<file path="src/rtl/lsu_pkg.sv">
// Shared types and constants for the load/store unit controller.
package lsu_pkg;

  // Default data-memory depth: 2**8 words of 32 bits.
  localparam int unsigned DefaultDepthLog2 = 8;

  // Access size codes carried on LSU_size; 2'b11 is treated as a word.
  localparam logic [1:0] SizeByte = 2'b00;
  localparam logic [1:0] SizeHalf = 2'b01;
  localparam logic [1:0] SizeWord = 2'b10;

  typedef enum logic [1:0] {
    StIdle,
    StRd,
    StWr,
    StDone
  } lsu_state_e;

  // Both 2'b10 and 2'b11 select a full word.
  function automatic logic is_word(input logic [1:0] size);
    return size[1];
  endfunction

endpackage

</file>
<file path="src/rtl/lsu_lane.sv">
// Little-endian lane logic: extracts and extends load data, and merges store
// data into the previously read word for sub-word stores. Purely combinational.
module lsu_lane
  import lsu_pkg::*;
(
  input  logic [1:0]  addr_lo,
  input  logic [1:0]  size,
  input  logic        is_unsigned,
  input  logic [31:0] rd_word,
  input  logic [31:0] base_word,
  input  logic [31:0] wdata,
  output logic [31:0] ld_data,
  output logic [31:0] st_word
);

  logic [7:0]  ld_byte;
  logic [15:0] ld_half;

  // Select the addressed lanes and build the load result / merged store word.
  always_comb begin
    ld_byte = rd_word[{addr_lo, 3'b000} +: 8];
    ld_half = addr_lo[1] ? rd_word[31:16] : rd_word[15:0];
    ld_data = rd_word;
    st_word = wdata;
    if (size == SizeByte) begin
      ld_data = {{24{ld_byte[7] & ~is_unsigned}}, ld_byte};
      st_word = base_word;
      st_word[{addr_lo, 3'b000} +: 8] = wdata[7:0];
    end else if (size == SizeHalf) begin
      ld_data = {{16{ld_half[15] & ~is_unsigned}}, ld_half};
      st_word = base_word;
      if (addr_lo[1]) begin
        st_word[31:16] = wdata[15:0];
      end else begin
        st_word[15:0] = wdata[15:0];
      end
    end
  end

endmodule

</file>
<file path="src/rtl/lsu_ctrl.sv">
// Load/store unit controller: sequences single-word data-memory accesses,
// doing read-modify-write for byte/halfword stores.
// Build option LSU_MISALIGN_TRAP_EN: when defined, misaligned halfword/word
// requests are rejected with LSU_misalign; otherwise addresses are aligned down.
module lsu_ctrl
  import lsu_pkg::*;
#(
  parameter int unsigned DEPTH_LOG2 = DefaultDepthLog2
) (
  input  logic        clk,
  input  logic        SYS_reset_n,
  input  logic        LSU_req,
  input  logic        LSU_we,
  input  logic [1:0]  LSU_size,
  input  logic        LSU_unsigned,
  input  logic [31:0] LSU_addr,
  input  logic [31:0] LSU_wdata,
  output logic        LSU_busy,
  output logic        LSU_done,
  output logic [31:0] LSU_rdata,
  output logic        LSU_misalign,
  output logic [31:0] DMEM_address,
  output logic [31:0] DMEM_data_in,
  output logic        DMEM_mem_write,
  output logic        DMEM_mem_read,
  input  logic [31:0] DMEM_data_out
);

  // Byte-address bits that reach memory; higher bits wrap.
  localparam int unsigned AddrW = DEPTH_LOG2 + 2;

  lsu_state_e state_q, state_d;

  logic [AddrW-1:0] addr_q, addr_d;
  logic             we_q;
  logic [1:0]       size_q;
  logic             uns_q;
  logic [31:0]      wdata_q;
  logic [31:0]      word_q;
  logic [31:0]      rdata_q;
  logic [31:0]      ld_data;
  logic [31:0]      st_word;
  logic             accept;

  logic unused_addr;
  assign unused_addr = ^LSU_addr[31:AddrW];

  assign accept = (state_q == StIdle) && LSU_req;

`ifdef LSU_MISALIGN_TRAP_EN
  logic req_mis;
  logic mis_q;

  // Flag halfwords on odd bytes and words off a word boundary.
  always_comb begin
    req_mis = ((LSU_size == SizeHalf) && LSU_addr[0]) ||
              (is_word(LSU_size) && (LSU_addr[1:0] != 2'b00));
    addr_d  = LSU_addr[AddrW-1:0];
  end

  // Misalign pulse coincides with the DONE cycle that follows the rejection.
  always_ff @(posedge clk or negedge SYS_reset_n) begin
    if (!SYS_reset_n) begin
      mis_q <= 1'b0;
    end else begin
      mis_q <= accept && req_mis;
    end
  end

  assign LSU_misalign = mis_q;
`else
  // Force natural alignment by clearing the low address bits.
  always_comb begin
    addr_d = LSU_addr[AddrW-1:0];
    if (LSU_size == SizeHalf) begin
      addr_d[0] = 1'b0;
    end else if (is_word(LSU_size)) begin
      addr_d[1:0] = 2'b00;
    end
  end

  assign LSU_misalign = 1'b0;
`endif

  // Next-state decode; word stores skip the read phase.
  always_comb begin
    state_d = state_q;
    case (state_q)
      StIdle: begin
        if (LSU_req) begin
`ifdef LSU_MISALIGN_TRAP_EN
          if (req_mis) begin
            state_d = StDone;
          end else if (LSU_we && is_word(LSU_size)) begin
            state_d = StWr;
          end else begin
            state_d = StRd;
          end
`else
          if (LSU_we && is_word(LSU_size)) begin
            state_d = StWr;
          end else begin
            state_d = StRd;
          end
`endif
        end
      end
      StRd:    state_d = we_q ? StWr : StDone;
      StWr:    state_d = StDone;
      StDone:  state_d = StIdle;
      default: state_d = StIdle;
    endcase
  end

  // State register.
  always_ff @(posedge clk or negedge SYS_reset_n) begin
    if (!SYS_reset_n) begin
      state_q <= StIdle;
    end else begin
      state_q <= state_d;
    end
  end

  // Request capture in IDLE and read-word capture at the end of RD.
  always_ff @(posedge clk or negedge SYS_reset_n) begin
    if (!SYS_reset_n) begin
      addr_q  <= '0;
      we_q    <= 1'b0;
      size_q  <= 2'b00;
      uns_q   <= 1'b0;
      wdata_q <= '0;
      word_q  <= '0;
      rdata_q <= '0;
    end else begin
      if (accept) begin
        addr_q  <= addr_d;
        we_q    <= LSU_we;
        size_q  <= LSU_size;
        uns_q   <= LSU_unsigned;
        wdata_q <= LSU_wdata;
      end
      if (state_q == StRd) begin
        word_q <= DMEM_data_out;
        if (!we_q) begin
          rdata_q <= ld_data;
        end
      end
    end
  end

  lsu_lane u_lane (
    .addr_lo     (addr_q[1:0]),
    .size        (size_q),
    .is_unsigned (uns_q),
    .rd_word     (DMEM_data_out),
    .base_word   (word_q),
    .wdata       (wdata_q),
    .ld_data     (ld_data),
    .st_word     (st_word)
  );

  assign LSU_busy       = (state_q != StIdle);
  assign LSU_done       = (state_q == StDone);
  assign LSU_rdata      = rdata_q;
  assign DMEM_address   = {{(32 - DEPTH_LOG2){1'b0}}, addr_q[AddrW-1:2]};
  assign DMEM_data_in   = st_word;
  assign DMEM_mem_read  = (state_q == StRd);
  assign DMEM_mem_write = (state_q == StWr);

endmodule

</file>
<file path="config.mk">
export PLATFORM = sky130hd
export DESIGN_NAME = lsu_ctrl
export DESIGN_NICKNAME = d
export VERILOG_FILES = /design/src/rtl/lsu_pkg.sv /design/src/rtl/lsu_lane.sv /design/src/rtl/lsu_ctrl.sv
export SDC_FILE = /design/constraint.sdc
export NUM_CORES = 1
export LEC_CHECK = 0
export ABC_AREA = 1
export CORE_MARGIN = 5
export CORE_UTILIZATION = 46
export CTS_CLUSTER_SIZE = 28
export DETAILED_ROUTE_END_ITERATION = 10
export GPL_TIMING_DRIVEN = 1
export PLACE_DENSITY = 0.75
export SLEW_MARGIN = 40
export SYNTH_ARGS = -nofsm -noshare
export SYNTH_HDL_FRONTEND = slang
export SYNTH_HIERARCHICAL = 1
export SYNTH_SLANG_ARGS = --single-unit
</file>
<file path="constraint.sdc">
create_clock -name clk -period 3.7 [get_ports clk]
set_input_delay 1.11 -clock clk [delete_from_list [all_inputs] [get_ports clk]]
set_output_delay 1.11 -clock clk [all_outputs]
set_load 0.1 [all_outputs]
</file>
## Word-level counts from Yosys, hierarchy flattened

Index checks and enable logic that the tools add are counted.

- $add $sub $neg: 1
- Eq/ne operators: 6
- Shifts and indexed selects: 3
- Mux-type cells: 15
- Bitwise logic cells: 4
- Reduce and logical (&&, ||, !) cells: 6

Operator list:

| cell | count |
|---|---|
| 32-bit two-way mux | 4 |
| 16-bit two-way mux | 3 |
| 32-bit bitwise mux | 1 |
| 8-bit by 7-bit variable shift with 32-bit output (first input constant) | 1 |
| 32-bit by 6-bit variable part select with 8-bit output | 1 |
| 8-bit by 7-bit variable part select with 32-bit output | 1 |
| 2-bit case mux with 4 select lines | 1 |
| 5-bit negator with 7-bit output | 1 |
| 2-bit by 1-bit equality test with 1-bit output (second input constant) | 3 |
| 2-bit two-way mux | 3 |
| 2-bit equality test (second input constant) | 2 |
| 2-bit zero test | 2 |
| 1-bit two-way mux | 3 |
| 1-bit bitwise AND | 2 |
| 1-bit logical AND | 2 |
| 2-bit != test (second input constant) | 1 |
| 1-bit NOT | 2 |
| 2-bit AND reduction | 1 |
| 2-bit nonzero test | 1 |

- Register bits after elaboration: 112
- Output and inout port bits: 101
- Word-level logic and storage cells: 43

## Depth between registers and ports, before layout

- Depth in word-level cells: 4
- Mapped depth: 13
- Mapped depth without buffers: 9

## Cells and area by module

The synthesis kept the hierarchy.

Modules (own cells, without submodules):

| module | instances | cells each | area an instance (µm²) | seq. area each (µm²) |
|---|---|---|---|---|
| lsu_ctrl | 1 | 529 | 4744.6 | 2802.7 |
| lsu_lane | 1 | 611 | 2596.2 | 0.0 |

## Least setup slack after synthesis

Ideal clock, no wire load.

- Kind: register to output
- Start point: register addr_q[1]
- End point: output DMEM_data_in[16]
- Arrival: 2.425 ns
- Path slack: 0.165 ns
- Stages on the path, launching flop included: 12
- Buffers on the path: 3
- Cell sequence: dfrtp_1 buf_4 inv_2 buf_2 buf_4 ha_1 inv_1 nor2_1 nand3_1 nand2_1 nand2_1 nand2_1

- Longest elaborated chain between the ends: 4

Ends and longest elaborated chain:

| what | RTL line | text |
|---|---|---|
| start, declared | lsu_ctrl.sv:34 | `logic [AddrW-1:0] addr_q, addr_d;` |
| start signal, assigned | lsu_ctrl.sv:136 | `addr_q <= addr_d;` |
| 5-bit negator with 7-bit output | lsu_lane.sv:28 | `st_word[{addr_lo, 3'b000} +: 8] = wdata[7:0];` |
| 8-bit by 7-bit variable part select with 32-bit output or 8-bit by 7-bit variable shift with 32-bit output (tied branches) | lsu_lane.sv:28 |  |
| 32-bit bitwise mux | lsu_lane.sv:28 |  |
| 32-bit two-way mux (*) | lsu_lane.sv:25 | `if (size == SizeByte) begin` |
| end, declared | lsu_ctrl.sv:23 | `output logic [31:0] DMEM_data_in,` |

Every way passes the cells marked *; elsewhere a longest branch is shown, timed or not.

## Worst setup path after layout

- Start point: register addr_q[0]
- End point: output DMEM_data_in[15]

- Longest elaborated chain between the ends: 4

Ends and longest elaborated chain:

| what | RTL line |
|---|---|
| 5-bit negator with 7-bit output (*) | lsu_lane.sv:28 |
| 8-bit by 7-bit variable part select with 32-bit output or 8-bit by 7-bit variable shift with 32-bit output (tied branches) | lsu_lane.sv:28 |
| 32-bit bitwise mux (*) | lsu_lane.sv:28 |
| 32-bit two-way mux (*) | lsu_lane.sv:25 |

Marks and branches as above.

==> run metrics <==
commonest non-fill, non-tap cell in the layout=nand2_1; via count of the routed design=7222; CP Capture Point=DMEM_data_in[15]; crit-path cells=inv_2 > ha_1 > inv_2 > nand2_1 > nor2_2 > nand2_1 > nand2_1 > nand2_1 > nand2_1 > buf_12; fillcell total=1533; Iter 0 DRT Violations=800; CP arrival=2.37 ns; highest clock rate=287 MHz; I/O pin count=204; Sum Neg Setup Slack=0 ns; slew of the pin with the lowest slew margin=0.848 ns; worst reg2reg endpoint=LSU_rdata[2]; critical path's largest stage delay=0.44 ns; crit start category=register; CP required=2.59 ns; fin nets=1369; share of layout cells above drive strength 1=11.2%; Worst Hold Class=register to register; final hold vios=0; reg-to-reg slack, setup=1.45 ns; Final Slew Violations=0; CP max-delay cell=dfrtp_2; gr ovfl total=0; maximum root-to-sink buffer count=2; post-synthesis cell area=7340 sq um; Overall Global Routing Usage=23.8%; RSZ-0062 raised after global routing=no; Total Wirelength=22000 microns; Antenna Nets Post-Route=0; pre-CTS WS=0.538 ns; reg2reg path depth=9; delay-heaviest family, CP=simple AND/OR/NAND/NOR gates; max-cap viol count=0; setup ws final=0.218 ns; first drt pass iteration count=6; core area=15800 sq um; Setup Viol. Count Final=0; most frequent cells in the layout=nand2_1 (586), inv_1 (117), dfrtp_1 (111); Avg Cell Area, Syn=6.44 sq um; cell mode on critical path=nand2_1; dpl hpwl=16100 microns; min cycle time layout=3.48 ns; crit path launch=addr_q[0]; Die Y=136 microns; run status=finished, final reports clean; Cells after Synth=1140; slew margin rel.=43.4%; global-route wire length before repair=34900 microns; number of global-route vias before repair=6580; drt drc=0; FP Rows=46; DR vias/cell=4.89; routability cong.=0.927; Critical path buffers and inverters=3; Distinct cells, synth=25; top cells by area, synth=dfrtp_1 (38%), nand2_1 (30%), nand3_1 (6.2%); diode count=0; H-tree depth=3; Crit. End Element=output port; number of antenna violations at the first check in global routing=0; clk_lat worst skew=0.36 ns; post-synth top area share=38.2%; CTS Buf Count=9; CTS tree=done; Worst Clk Skew=0.00767 ns; Tcrit/Tclk final=94.1%; Die W=136 microns; sequential share of the synthesized area=38.2%; hold buffer count at cts=0; largest area contributor in the netlist=dfrtp_1; Sink Count=112; Cell Count Post-Placement=1461; R2R Path Start=size_q[1]; Levels on crit path=10; Layout Cells excl Fill=1477; worst setup path class=register to output port; Starting Density=46.5%; Area Overhead vs Synth=26.3%; Clock transition at path regs=0.08 ns; Die Area=18600 sq um; post-CTS setup buffer count=0; #FFs+latches synth=112; Root Driver=clkbuf_16; Wirelength per Cell=14.9 microns; largest net degree at the start of global routing=98; port buffer count=156; CP Max Fanout=10; Synth Warn #=6
-- synth_stat cells --
| master | number |
|---|---|
| nand2_1 | 586 |
| inv_1 | 117 |
| dfrtp_1 | 112 |
| nand3_1 | 91 |
| buf_4 | 47 |
| o21ai_0 | 38 |
| nor2_1 | 32 |
| buf_2 | 20 |
| inv_2 | 20 |
| clkbuf_1 | 12 |
| buf_6 | 10 |
| ha_1 | 10 |
| a22oi_1 | 9 |
| nand4_1 | 9 |
| a21oi_1 | 5 |
| a21boi_0 | 4 |
| nor2_2 | 4 |
| a21boi_1 | 3 |
| nand2_2 | 3 |
| buf_1 | 2 |
| nor2_4 | 2 |
| conb_1 | 1 |
| inv_4 | 1 |
| nand3_4 | 1 |
| nor2_8 | 1 |
-- through the flow --
step	hold slack, ns	cell area [sq um]	util [%]
floorplan	0.449	7430	-
global placement	0.458	8970	56.9
detailed placement	0.461	8970	56.9
CTS	0.478	9260	58.7
global route	0.502	9270	58.8
finish	0.473	9270	58.8
-- sequential cells by signal (all words and copies together), names as in the netlist --
signal,flops
addr_q,10
size_q,2
we_q,1
uns_q,1
LSU_rdata,32
state_q,2
word_q,32
wdata_q,32
-- cell type report --
cell class	instances	area (sq um)	area share, %
Tap cell	216	270	2.92
Clock inverter	3	25.0	0.270
Clock buffer	13	260	2.81
Multi-Input combinational cell	823	3500	37.7
Timing Repair Buffer	172	1890	20.4
Inverter	138	520	5.61
Sequential cell	112	2800	30.2
-- per-layer routing --
| layer | routed length (microns) | global-route usage, % | vias to the layer above |
|---|---|---|---|
| met5 | 0 | 0 | - |
| met1 | 10100 | 35.2 | 3276 |
| met3 | 1780 | 3.92 | 41 |
| met4 | 546 | 8.29 | 0 |
| li1 | - | - | 3605 |
| met2 | 9550 | 35.2 | 300 |
-- worst min-delay path by stage --
stage,start,to,slack (ns),cells after the start
after floorplan,uns_q,uns_q,0.45,2
after global placement,LSU_rdata[25],LSU_rdata[25],0.46,2
after detailed placement,LSU_rdata[31],LSU_rdata[31],0.46,2
after CTS,LSU_rdata[29],LSU_rdata[29],0.48,2
after global routing,LSU_rdata[25],LSU_rdata[25],0.50,2
final,LSU_rdata[6],LSU_rdata[6],0.47,2
-- kinds of logic after synthesis --
kind of cell               after synthesis  share of synthesized area (%)
other                                    1                         0.0511
and+or+nand+nor                        729                           40.0
DFF                                    112                           38.2
AOI/OAI and AO/OA                       59                           4.57
adders and majority gates               10                           1.70
buffers and inverters                  229                           15.5
-- timing repair --
action / 4_1_cts / 5_1_grt
gates resized for setup: 0 / 2
endpoints found under the hold margin: 0 / 0
setup endpoints to repair: 0 / 17
-- tightest hold or removal path: cells and delay by family, from the launching register on --
kind | cells | cell delay (ns)
simple gates | 2 | 0.09
flops | 1 | 0.35
Power is not shown: default switching activity piles up to over one toggle a cycle in this logic, so the estimate is an artifact.
